===== src/rtl/mem_serial_bridge.sv =====
// Memory-request to narrow serial link bridge.
// Requests are captured and serialised onto the link: writes are posted and go out
// LSB-first, while reads send a single address beat and park their tag in a small FIFO.
// Read data returns MSB-first, is assembled in an accumulator and is presented with
// the oldest outstanding tag.
module mem_serial_bridge #(
    parameter int AddrWidth      = 8,
    parameter int DataWidth      = 32,
    parameter int LinkWidth      = 4,
    parameter int IdWidth        = 1,
    parameter int MaxOutstanding = 2
) (
    input  logic                   clk,
    input  logic                   rst_n,
    input  logic [AddrWidth-1:0]   req_addr_i,
    input  logic [DataWidth-1:0]   req_data_i,
    input  logic [DataWidth/8-1:0] req_strb_i,
    input  logic                   req_write_i,
    input  logic [IdWidth-1:0]     req_id_i,
    input  logic                   req_valid_i,
    output logic                   req_ready_o,
    output logic [DataWidth-1:0]   rsp_data_o,
    output logic [IdWidth-1:0]     rsp_id_o,
    output logic                   rsp_valid_o,
    input  logic                   rsp_ready_i,
    output logic [AddrWidth-1:0]   link_addr_o,
    output logic                   link_write_o,
    output logic [LinkWidth-1:0]   link_data_o,
    output logic                   link_strb_o,
    output logic                   link_valid_o,
    input  logic                   link_ready_i,
    input  logic [LinkWidth-1:0]   link_rsp_data_i,
    input  logic                   link_rsp_valid_i,
    input  logic                   link_rsp_last_i,
    output logic                   link_rsp_ready_o,
    output logic                   unexpected_o
);

    localparam int Beats = DataWidth / LinkWidth;
    localparam int BeatW = (Beats > 1) ? $clog2(Beats) : 1;
    localparam int PtrW  = (MaxOutstanding > 1) ? $clog2(MaxOutstanding) : 1;
    localparam int CntW  = $clog2(MaxOutstanding + 1);
    localparam int StrbW = DataWidth / 8;

    localparam logic REQ_IDLE    = 1'b0;
    localparam logic REQ_SEND    = 1'b1;
    localparam logic RSP_PARTIAL = 1'b0;
    localparam logic RSP_DONE    = 1'b1;

    logic                 req_state_q, req_state_d;
    logic [AddrWidth-1:0] addr_q, addr_d;
    logic [DataWidth-1:0] data_q, data_d;
    logic [StrbW-1:0]     strb_q, strb_d;
    logic                 write_q, write_d;
    logic [BeatW-1:0]     beat_q, beat_d;

    logic [IdWidth-1:0]   tag_mem_q [MaxOutstanding];
    logic [PtrW-1:0]      wr_ptr_q, wr_ptr_d;
    logic [PtrW-1:0]      rd_ptr_q, rd_ptr_d;
    logic [CntW-1:0]      cnt_q, cnt_d;

    logic                 rsp_state_q, rsp_state_d;
    logic [DataWidth-1:0] acc_q, acc_d;
    logic                 unexpected_q, unexpected_d;

    logic                 push_s, pop_s, fifo_full_s, fifo_empty_s;
    logic                 req_ready_s, link_valid_s, link_strb_s;
    logic [LinkWidth-1:0] link_data_s;
    logic                 rsp_valid_s, link_rsp_ready_s;

    assign fifo_full_s  = (cnt_q == CntW'(MaxOutstanding));
    assign fifo_empty_s = (cnt_q == {CntW{1'b0}});

    // Request FSM: capture a request, then walk the beats out onto the link.
    always_comb begin
        req_state_d  = req_state_q;
        addr_d       = addr_q;
        data_d       = data_q;
        strb_d       = strb_q;
        write_d      = write_q;
        beat_d       = beat_q;
        push_s       = 1'b0;
        req_ready_s  = 1'b0;
        link_valid_s = 1'b0;
        link_data_s  = {LinkWidth{1'b0}};
        link_strb_s  = 1'b0;
        case (req_state_q)
            REQ_IDLE: begin
                // Readiness uses the registered occupancy, so a pop in this
                // cycle cannot open the door for a new request until next cycle.
                req_ready_s = !fifo_full_s;
                if (req_valid_i && req_ready_s) begin
                    addr_d      = req_addr_i;
                    data_d      = req_data_i;
                    strb_d      = req_strb_i;
                    write_d     = req_write_i;
                    beat_d      = {BeatW{1'b0}};
                    push_s      = !req_write_i;
                    req_state_d = REQ_SEND;
                end else begin
                    req_state_d = REQ_IDLE;
                end
            end
            REQ_SEND: begin
                link_valid_s = 1'b1;
                if (write_q) begin
                    link_data_s = LinkWidth'(data_q >> (int'(beat_q) * LinkWidth));
                    link_strb_s = 1'(strb_q >> ((int'(beat_q) * LinkWidth) / 8));
                    if (link_ready_i) begin
                        if (beat_q == BeatW'(Beats - 1)) begin
                            beat_d      = {BeatW{1'b0}};
                            req_state_d = REQ_IDLE;
                        end else begin
                            beat_d = beat_q + BeatW'(1);
                        end
                    end else begin
                        beat_d = beat_q;
                    end
                end else begin
                    if (link_ready_i) begin
                        req_state_d = REQ_IDLE;
                    end else begin
                        req_state_d = REQ_SEND;
                    end
                end
            end
            default: begin
                req_state_d = REQ_IDLE;
            end
        endcase
    end

    // Response FSM: assemble returning beats and hand the word out with its tag.
    always_comb begin
        rsp_state_d      = rsp_state_q;
        acc_d            = acc_q;
        unexpected_d     = unexpected_q;
        pop_s            = 1'b0;
        rsp_valid_s      = 1'b0;
        link_rsp_ready_s = 1'b0;
        case (rsp_state_q)
            RSP_PARTIAL: begin
                link_rsp_ready_s = 1'b1;
                if (link_rsp_valid_i) begin
                    if (link_rsp_last_i && fifo_empty_s) begin
                        // Nobody is waiting for this word: drop it and flag it.
                        acc_d        = {DataWidth{1'b0}};
                        unexpected_d = 1'b1;
                    end else if (link_rsp_last_i) begin
                        acc_d       = (acc_q << LinkWidth) | DataWidth'(link_rsp_data_i);
                        rsp_state_d = RSP_DONE;
                    end else begin
                        acc_d = (acc_q << LinkWidth) | DataWidth'(link_rsp_data_i);
                    end
                end else begin
                    acc_d = acc_q;
                end
            end
            RSP_DONE: begin
                rsp_valid_s = 1'b1;
                if (rsp_ready_i) begin
                    pop_s       = 1'b1;
                    acc_d       = {DataWidth{1'b0}};
                    rsp_state_d = RSP_PARTIAL;
                end else begin
                    rsp_state_d = RSP_DONE;
                end
            end
            default: begin
                rsp_state_d = RSP_PARTIAL;
            end
        endcase
    end

    // Tag FIFO pointer and occupancy bookkeeping.
    always_comb begin
        wr_ptr_d = wr_ptr_q;
        rd_ptr_d = rd_ptr_q;
        if (push_s) begin
            wr_ptr_d = (wr_ptr_q == PtrW'(MaxOutstanding - 1)) ? {PtrW{1'b0}} : wr_ptr_q + PtrW'(1);
        end else begin
            wr_ptr_d = wr_ptr_q;
        end
        if (pop_s) begin
            rd_ptr_d = (rd_ptr_q == PtrW'(MaxOutstanding - 1)) ? {PtrW{1'b0}} : rd_ptr_q + PtrW'(1);
        end else begin
            rd_ptr_d = rd_ptr_q;
        end
        case ({push_s, pop_s})
            2'b10:   cnt_d = cnt_q + CntW'(1);
            2'b01:   cnt_d = cnt_q - CntW'(1);
            default: cnt_d = cnt_q;
        endcase
    end

    // State, capture, FIFO and flag registers with synchronous active-low reset.
    always_ff @(posedge clk) begin
        if (!rst_n) begin
            req_state_q  <= REQ_IDLE;
            addr_q       <= {AddrWidth{1'b0}};
            data_q       <= {DataWidth{1'b0}};
            strb_q       <= {StrbW{1'b0}};
            write_q      <= 1'b0;
            beat_q       <= {BeatW{1'b0}};
            wr_ptr_q     <= {PtrW{1'b0}};
            rd_ptr_q     <= {PtrW{1'b0}};
            cnt_q        <= {CntW{1'b0}};
            rsp_state_q  <= RSP_PARTIAL;
            acc_q        <= {DataWidth{1'b0}};
            unexpected_q <= 1'b0;
            for (int i = 0; i < MaxOutstanding; i++) begin
                tag_mem_q[i] <= {IdWidth{1'b0}};
            end
        end else begin
            req_state_q  <= req_state_d;
            addr_q       <= addr_d;
            data_q       <= data_d;
            strb_q       <= strb_d;
            write_q      <= write_d;
            beat_q       <= beat_d;
            wr_ptr_q     <= wr_ptr_d;
            rd_ptr_q     <= rd_ptr_d;
            cnt_q        <= cnt_d;
            rsp_state_q  <= rsp_state_d;
            acc_q        <= acc_d;
            unexpected_q <= unexpected_d;
            if (push_s) begin
                tag_mem_q[wr_ptr_q] <= req_id_i;
            end else begin
                tag_mem_q[wr_ptr_q] <= tag_mem_q[wr_ptr_q];
            end
        end
    end

    assign req_ready_o      = req_ready_s;
    assign link_addr_o      = addr_q;
    assign link_write_o     = write_q;
    assign link_data_o      = link_data_s;
    assign link_strb_o      = link_strb_s;
    assign link_valid_o     = link_valid_s;
    assign link_rsp_ready_o = link_rsp_ready_s;
    assign rsp_valid_o      = rsp_valid_s;
    assign rsp_data_o       = acc_q;
    assign rsp_id_o         = tag_mem_q[rd_ptr_q];
    assign unexpected_o     = unexpected_q;

endmodule

===== config.mk =====
export PLATFORM = sky130hd
export DESIGN_NAME = mem_serial_bridge
export DESIGN_NICKNAME = d
export VERILOG_FILES = /design/src/rtl/mem_serial_bridge.sv
export SDC_FILE = /design/constraint.sdc
export NUM_CORES = 1
export LEC_CHECK = 0
export CAP_MARGIN = 0
export CORE_AREA = 4 4 95 97
export CTS_CLUSTER_DIAMETER = 80
export DETAILED_ROUTE_END_ITERATION = 7
export DIE_AREA = 0 0 99 101
export GPL_TIMING_DRIVEN = 0
export PLACE_DENSITY = 0.78
export RECOVER_POWER = 100
export SLEW_MARGIN = 40
export SYNTH_ARGS = -nofsm -noshare
export SYNTH_HDL_FRONTEND = slang
export SYNTH_SLANG_ARGS = --single-unit

===== constraint.sdc =====
create_clock -name clk -period 2.2 [get_ports clk]
set_input_delay 0.22 -clock clk [delete_from_list [all_inputs] [get_ports clk]]
set_output_delay 0.22 -clock clk [all_outputs]
set_load 0.1 [all_outputs]

======== Word-level counts from Yosys, hierarchy flattened ========
Memories as Yosys holds them, arrays and structs flattened. A register that Yosys moved wholly into a read port is not among the register bits.
Index checks and enable logic that the tools add are counted.
operators by class
  $add $sub $neg .......................... 5
  equality and inequality tests ........... 10
  shift-type cells ........................ 2
  mux-type cells .......................... 48
  bitwise operators ....................... 4
  reduce and logical (&&, ||, !) cells .... 12
operator list
  kind                                                   number
  2-to-1 mux 32 bit                                      3
  case mux 32 bit (2 select lines)                       1
  2-to-1 mux 1 bit                                       34
  OR 32 x 4 -> 32 bit                                    1
  right shift 32 x 5 -> 4 bit                            1
  2-to-1 mux 3 bit                                       4
  2-to-1 mux 4 bit                                       2
  inequality test 2 bit, second input constant           4
  case mux 3 bit (2 select lines)                        1
  AND reduction 2 bit                                    3
  AND reduction 3 bit                                    2
  equality test 2 bit, second input constant             2
  case mux 1 bit (2 select lines)                        2
  case mux 2 bit (2 select lines)                        1
  right shift 4 x 2 -> 1 bit                             1
  adder 3 x 1 -> 3 bit, second input constant            1
  equality test 3 bit, second input constant             1
  adder 1 bit, second input constant                     2
  adder 2 x 1 -> 2 bit, second input constant            1
  equality test 2 x 1 -> 1 bit, second input constant    1
  logical AND 1 bit                                      2
  zero test 1 bit                                        2
  zero test 2 bit                                        1
  inequality test 2 x 1 -> 1 bit, second input constant  1
  6 further kinds                                        7
storage, ports and cells
  register bits after elaboration ......... 87
  RAM bits ................................ 2
  input bits .............................. 57
  output and inout port bits .............. 52
  word-level logic and storage cells ...... 94
  memories kept ........................... 1
memory list
  memory     words  bits a word  read ports  clocked after memory_dff  write ports  RTL line  source
  tag_mem_q  2      1            1           1                         2            57        logic [IdWidth-1:0] tag_mem_q [MaxOutstanding];

======== Depth between registers and ports, before layout ========
Gate-level depths: netlist of the first run.
  word-level depth ........................ 12
  gate-level depth with buffers ........... 7
  mapped depth without buffers ............ 6

======== Worst setup path after synthesis of the first run ========
No wires, ideal clock.
  kind .................................... register to output
  from .................................... register req_state_q
  to ...................................... output link_strb_o
  arrival ................................. 2.688 ns
  slack ................................... -0.708 ns
  stages on the path, launching flop included .. 3
  buffers on the path ..................... 0
  cells stage by stage .................... dfxtp_1 -> nand2_1 -> nor2b_1
on the way
  longest elaborated chain between the ends .. 1
ends and longest elaborated chain
  item                    RTL line  source
  from (decl)             50        logic req_state_q, req_state_d;
  from (signal assigned)  215       req_state_q <= req_state_d;
  2-to-1 mux 1 bit        87        case (req_state_q)
  to (decl)               29        output logic link_strb_o,
No other way between the ends.

======== Final worst setup path of the first run ========
  from .................................... register beat_q[1]
  to ...................................... output link_data_o[1]
on the way
  longest elaborated chain between the ends .. 3
ends and longest elaborated chain
  item                         RTL line  source
  from (decl)                  55        logic [BeatW-1:0] beat_q, beat_d;
  from (signal assigned)       204       beat_q <= {BeatW{1'b0}};
  from (signal assigned)       220       beat_q <= beat_d;
  right shift 32 x 5 -> 4 bit  107       link_data_s = LinkWidth'(data_q >> (int'(beat_q) * LinkWidth));
  2-to-1 mux 4 bit             106       if (write_q) begin
  2-to-1 mux 4 bit             87
  to (decl)                    28        output logic [LinkWidth-1:0] link_data_o,
No other way between the ends.

==> flow_summary.toml, run 1 <==
[layout]
layout-drive-gt1-share = 0.07942
final_cell_count_no_fill = 659
fill_cells = 763
syn2layout_area_growth_pct = 29.66
n_antenna_cell = 0
nets = 610

[critical_path]
critPathCaptureType = "output pin"
r2r_cells = 6
path_max_fanout = 10
crit_start = "beat_q[1]"
endpoint = "link_data_o[1]"
worstPathArrival_ns = 1.89
reg2reg_to = "cnt_q[1]"
r2r_setup_slack_ns = 0.12
worstSetupPathType = "flop to output pin"
worst-endpoint-required_ns = 1.98
startpoint_type = "flop"
r2r_start = "req_state_q"

[routing]
drt_wl_total_mm = 10.63
vias = 3673
drtIter0Drc = 151
routedWlPerCell_um = 16.13
drc_errors = 0
antenna_left = 0
drt_pre_antenna_iters = 4
via_per_inst = 5.574

[clock_network]
cts_buffers = 9
clockRootBuffer = "clkbuf_8"
cts_tree = "yes"
clockBufferDepth = 2
cts_sinks = 90
cts_htree_levels = 3
path_clk_slew_ns = 0.09
clock_latency_ns = 0.36

[global_route]
grt_pass1_wl_mm = 17.25
antenna_found_initial = 0
grtUsageTotal = 0.2127
grt_max_degree = 16
grt_overflow = 0
grt_pass1_vias = 3610

[die]
core-area_sq_um = 8134
dieWidth_um = 99
io_pins = 109
num_rows = 33
die_h_um = 101
die_area_sq_um = 9999
initial_utilization = 0.4625

[sta]
rsz0062_at_grt = "false"
hold_violations = 0
slew_headroom = 0.2132
finalCriticalPeriod_ns = 2.107
worst_slew_pin_slew_ns = 1.185
final.setup.tns_ns = 0
skew_ns = 0.009461
setup_violations = 0
slew_violations = 0
max_freq_mhz = 474.6
fin_crit_sh = 0.9577

[synthesis]
synth_top_area_cell = "dfxtp_1"
syn_avg_cell_area_sq_um = 8.729
ys_top_cells_by_area = "dfxtp_1 (48%), a21oi_1 (7.4%), a32oi_1 (7.4%), nand3_1 (6.7%), o21ai_0 (6.3%)"
yosysUniqueCellTypes = 34
yosys_most_used_dff = "dfxtp_1"
synth_top_area_frac = 0.4789
syn_inst = 431
synth-seq-area-share = 0.4789
yosys_warnings = 0
synth_common_cells = "dfxtp_1 (90), a21oi_1 (56), nand3_1 (50)"
ys_seq_elements = 90
synth.most_common_cell = "dfxtp_1"
synthArstFlopShare = 0
syn-num-nets = 491
synth_edf_count = 0
synth.cell_area_sq_um = 3762

[pwr]
p_total_mw = 3.482
ir_worst_vdd_v = 0.0003533
switchingPower_mw = 1.053
seqPwrFrac = 0.501
total_leakage_power_nw = 1.692
clockPowerShare = 0.320
pwr-share-comb = 0.179
internal_power_mw = 2.429
netSwitchingFraction = 0.3024
p_per_area_nw_per_um2 = 713.8

[place]
port-buffer-count = 108
place.gp.congestion = 0.9216
post-place-cells = 644
hpwl_mm = 7.832

[worst_hold_path]
hp-class = "input pin to flop"
holdPathStages = 3

[flow_run]
maxCapViolCount = 0

[run_status]
status = "finished, final reports clean"
[cell type report]
class	instances	area, sq um	share of cell area
Clock buffer	9	123.9	0.02539
Clock inverter	6	67.56	0.01385
Inverter	3	11.26	0.002308
Multi-Input combinational cell	293	1740	0.3568
Buffer	45	222.7	0.04565
Tap cell	105	131.4	0.02693
Timing Repair Buffer	108	777.0	0.1593
Sequential cell	90	1804	0.3698
[cells in the final DEF (no fill, tap or decap), drive strengths merged, types with 2 or more instances in the layout]
master	netlist	layout
nand4	2	2
clkinv	0	2
buf	15	16
clkbuf	30	90
mux2i	19	19
or3	3	3
clkinvlp	0	2
dlygate4sd3	0	2
nor2	39	39
inv	3	4
dfxtp	90	90
and4	4	4
o211ai	3	3
clkdlybuf4s50	0	54
nand3	50	50
a32oi	32	32
xnor2	2	2
nor2b	7	7
nand2b	3	3
nand2	13	13
o21ai	47	47
a21oi	56	56
ha	3	3
[routing by layer]
layer	part of all wire	global-route usage	vias to the layer above
li1	-	-	1804
met1	0.43	0.2786	1714
met2	0.47	0.3368	138
met3	0.078	0.06090	17
met4	0.016	0.07248	0
met5	0	0	-
[sequential cells by signal, indices dropped and copies added (netlist names), named ones only]
| register | cells |
|---|---|
| strb_q | 4 |
| rsp_state_q | 1 |
| link_addr_o | 8 |
| tag_mem_q | 2 |
| link_write_o | 1 |
| rd_ptr_q | 1 |
| cnt_q | 2 |
| rsp_data_o | 32 |
| data_q | 32 |
| unexpected_o | 1 |
| req_state_q | 1 |
| beat_q | 3 |
| wr_ptr_q | 1 |
[per-stage QoR]
step	setup WS [ns]	util	instance area (sq um)	hold WS, ns
final	0.09304	0.5998	4878	0.4112
after CTS	0.007492	0.6059	4928	0.4045
after global routing	0.006815	0.5998	4878	0.4087
after floorplan	0.01431	-	3770	0.3602
after detailed placement	-0.2788	0.5805	4722	0.4676
after global placement	-0.4637	0.6125	4982	0.4415
[kinds of logic (layout without fill, tap and decap cells)]
kind of cell	count (synthesis)	count (layout)	synth area share
AND/OR/NAND/NOR	126	126	0.1640
XOR/XNOR	3	3	0.006985
AO/OA/AOI/OAI	140	140	0.2212
multiplexers	21	21	0.05953
adder cells (fa/ha/maj)	3	3	0.009978
buffers and inverters	48	171	0.05952
flip-flops	90	90	0.4789
[how the worst min path moves through the flow]
stage | from | end | slack (ns)
after CTS | req_data_i[10] | data_q[10] | 0.40
after detailed placement | data_q[20] | data_q[20] | 0.47
after global placement | tag_mem_q[1] | tag_mem_q[1] | 0.44
after global routing | req_addr_i[0] | link_addr_o[0] | 0.41
after floorplan | req_write_i | link_write_o | 0.36
final | req_data_i[10] | data_q[10] | 0.41
[repair_timing]
action	in CTS	in global routing
gates cloned	0	0
resized for setup	6	7
pin swaps	0	0
hold buffers	0	0
setup buffers	0	0
setup endpoints to repair	6	5
[critical path, stage by stage (launching register included)]
cell	delay, ns
dfxtp_1	0.36
buf_6	0.18
buf_6	0.20
mux2i_1	0.27
nand2_1	0.08
and4_1	0.20
buf_4	0.23
[power groups by stage]
stage	combinational [mW]	sequential, mW	clock, mW
3_5_place_dp	0.627	1.78	0
6_report	0.623	1.75	1.11
5_1_grt	0.669	1.75	1.20
2_1_floorplan	0.276	1.92	0
3_3_place_gp	0.639	1.78	0
4_1_cts	0.631	1.74	1.13
Power figures use the tool's default switching activity.
==> run 2: changes to the inputs <==
==> constraint.sdc (replaced) <==
create_clock -name clk -period 2 [get_ports clk]
set_input_delay 0.2 -clock clk [delete_from_list [all_inputs] [get_ports clk]]
set_output_delay 0.2 -clock clk [all_outputs]
set_load 0.1 [all_outputs]
==> run 2 against run 1 <==
  * Clock-buffer cell count increased by 3
  * Total power increased by 9.9%
  * Critical path type unchanged
  * Critical endpoint is now link_data_o[3]
  * Utilization increased by 2.4 points
  * Via count increased by 2.0%
  * Largest cell class unchanged
  * Highest routed layer unchanged
==> flow_summary.toml, run 2 (synthesized netlist as in run 1, its figures left out) <==
[place]
post-place-cells = 644
place.gp.congestion = 0.9162
port-buffer-count = 108
hpwl_mm = 7.716

[critical_path]
slowest_delay_ns = 0.33
crit_buf_inv = 3
crit_chain = "buf_6 -> buf_12 -> mux2i_1 -> a21oi_1 -> and4_2 -> buf_6"
startpoint_type = "flop"
reg2reg_to = "cnt_q[1]"
r2r_setup_slack_ns = 0.12
cp_top_family = "buffers and inverters"
worstSetupPathType = "flop to output pin"
worstPathArrival_ns = 1.74
crit_path_frequent_cell = "buf_6"
path_max_fanout = 5
worst-endpoint-required_ns = 1.80
r2r_cells = 5
r2r_start = "req_state_q"
critPathCaptureType = "output pin"
crit_slowest_cell = "dfxtp_2"

[die]
dieWidth_um = 99
core-area_sq_um = 8134
io_pins = 109
initial_utilization = 0.4625
die_area_sq_um = 9999
die_h_um = 101
num_rows = 33

[sta]
max_freq_mhz = 515.2
hold_violations = 0
setup_violations = 0
finalCriticalPeriod_ns = 1.941
final.setup.tns_ns = 0
fin_crit_sh = 0.9705
worst_slew_pin_slew_ns = 1.170
skew_ns = 0.01294
rsz0062_at_grt = "false"
slew_violations = 0
slew_headroom = 0.2235

[layout]
layout_common_cells = "dfxtp_1 (85), a21oi_1 (56), clkdlybuf4s50_1 (54), nand3_1 (50), o21ai_0 (47)"
syn2layout_area_growth_pct = 34.82
nets = 612
final_cell_count_no_fill = 662
layout-drive-gt1-share = 0.1763
final_common_cell = "dfxtp_1"

[run_status]
status = "finished, final reports clean"

[pwr]
p_total_mw = 3.827
p_per_area_nw_per_um2 = 754.5
ir_worst_vdd_v = 0.0004275
total_leakage_power_nw = 1.879

[global_route]
antenna_found_initial = 1
grt_pass1_wl_mm = 17.58
grt_pass1_vias = 3696
grtUsageTotal = 0.2145
grt_max_degree = 17
grt_overflow = 0

[clock_network]
cts_tree = "yes"
cts_buffers = 9
clockRootBuffer = "clkbuf_8"
clockBufferDepth = 2
cts_htree_levels = 3
path_clk_slew_ns = 0.08
clock_latency_ns = 0.35
cts_sinks = 90

[worst_hold_path]
hp-class = "input pin to flop"
worstHoldStart = "req_data_i[11]"
min_to = "data_q[11]"
holdPathStages = 3

[routing]
routedWlPerCell_um = 16.29
drt_pre_antenna_iters = 5
drtIter0Drc = 199
drt_wl_total_mm = 10.78
via_per_inst = 5.662
antenna_left = 0
vias = 3748
drc_errors = 0

[flow_run]
maxCapViolCount = 0
run 2: report_power, final:
part           switching, mW  leakage (nW)  internal [mW]
Sequential            0.0563         0.736           1.87
Combinational          0.459          1.05          0.240
Clock                  0.599        0.0962          0.603
run 2: worst max path at each step:
stage | start | to | cells past startpoint
final | beat_q[1] | link_data_o[3] | 6
after global routing | beat_q[1] | link_data_o[3] | 6
after global placement | beat_q[1] | link_data_o[1] | 6
after detailed placement | req_valid_i | cnt_q[1] | 7
after floorplan | req_state_q | cnt_q[1] | 6
after CTS | cnt_q[0] | req_ready_o | 5
run 2: final cells by class:
class                           count  area [sq um]
Fill cell                         719          3062
Sequential cell                    90          1810
Multi-Input combinational cell    293          1802
Timing Repair Buffer              112         907.1
Buffer                             43         222.7
Clock buffer                       12         145.1
Tap cell                          105         131.4
Clock inverter                      3         40.04
Inverter                            3         11.26
Antenna cell                        1         2.502
run 2: tightest hold or removal path: cells and delay by family:
family	cells	cell delay, ns
simple gates	1	0.06
buf+inv	1	0.40
compound gates	1	0.05
run 2: routing by layer:
metal  share of wire  vias up  wire, um  global-route usage
li1                -     1806         -                   -
met3           0.091       20       977             0.06298
met4           0.022        0       238             0.05987
met2            0.46      162      4928              0.3461
met1            0.43     1760      4640              0.2801
met5               0        -         0                   0
run 2: timing repair:
item | CTS | global route
gates resized for setup | 16 | 20
endpoints found under the setup margin | 6 | 7
setup buffers | 3 | 1
pin swaps | 0 | 0
hold buffers | 0 | 0
run 2: metrics by stage:
step	util	hold slack (ns)	setup WS (ns)	cell area (sq um)
after floorplan	-	0.3402	0.01481	3787
after global placement	0.6147	0.4399	-0.6558	5000
after detailed placement	0.5827	0.4578	-0.3130	4740
after CTS	0.6153	0.4034	0.01917	5005
after global routing	0.6236	0.4028	0.002866	5072
final	0.6236	0.4033	0.05909	5072
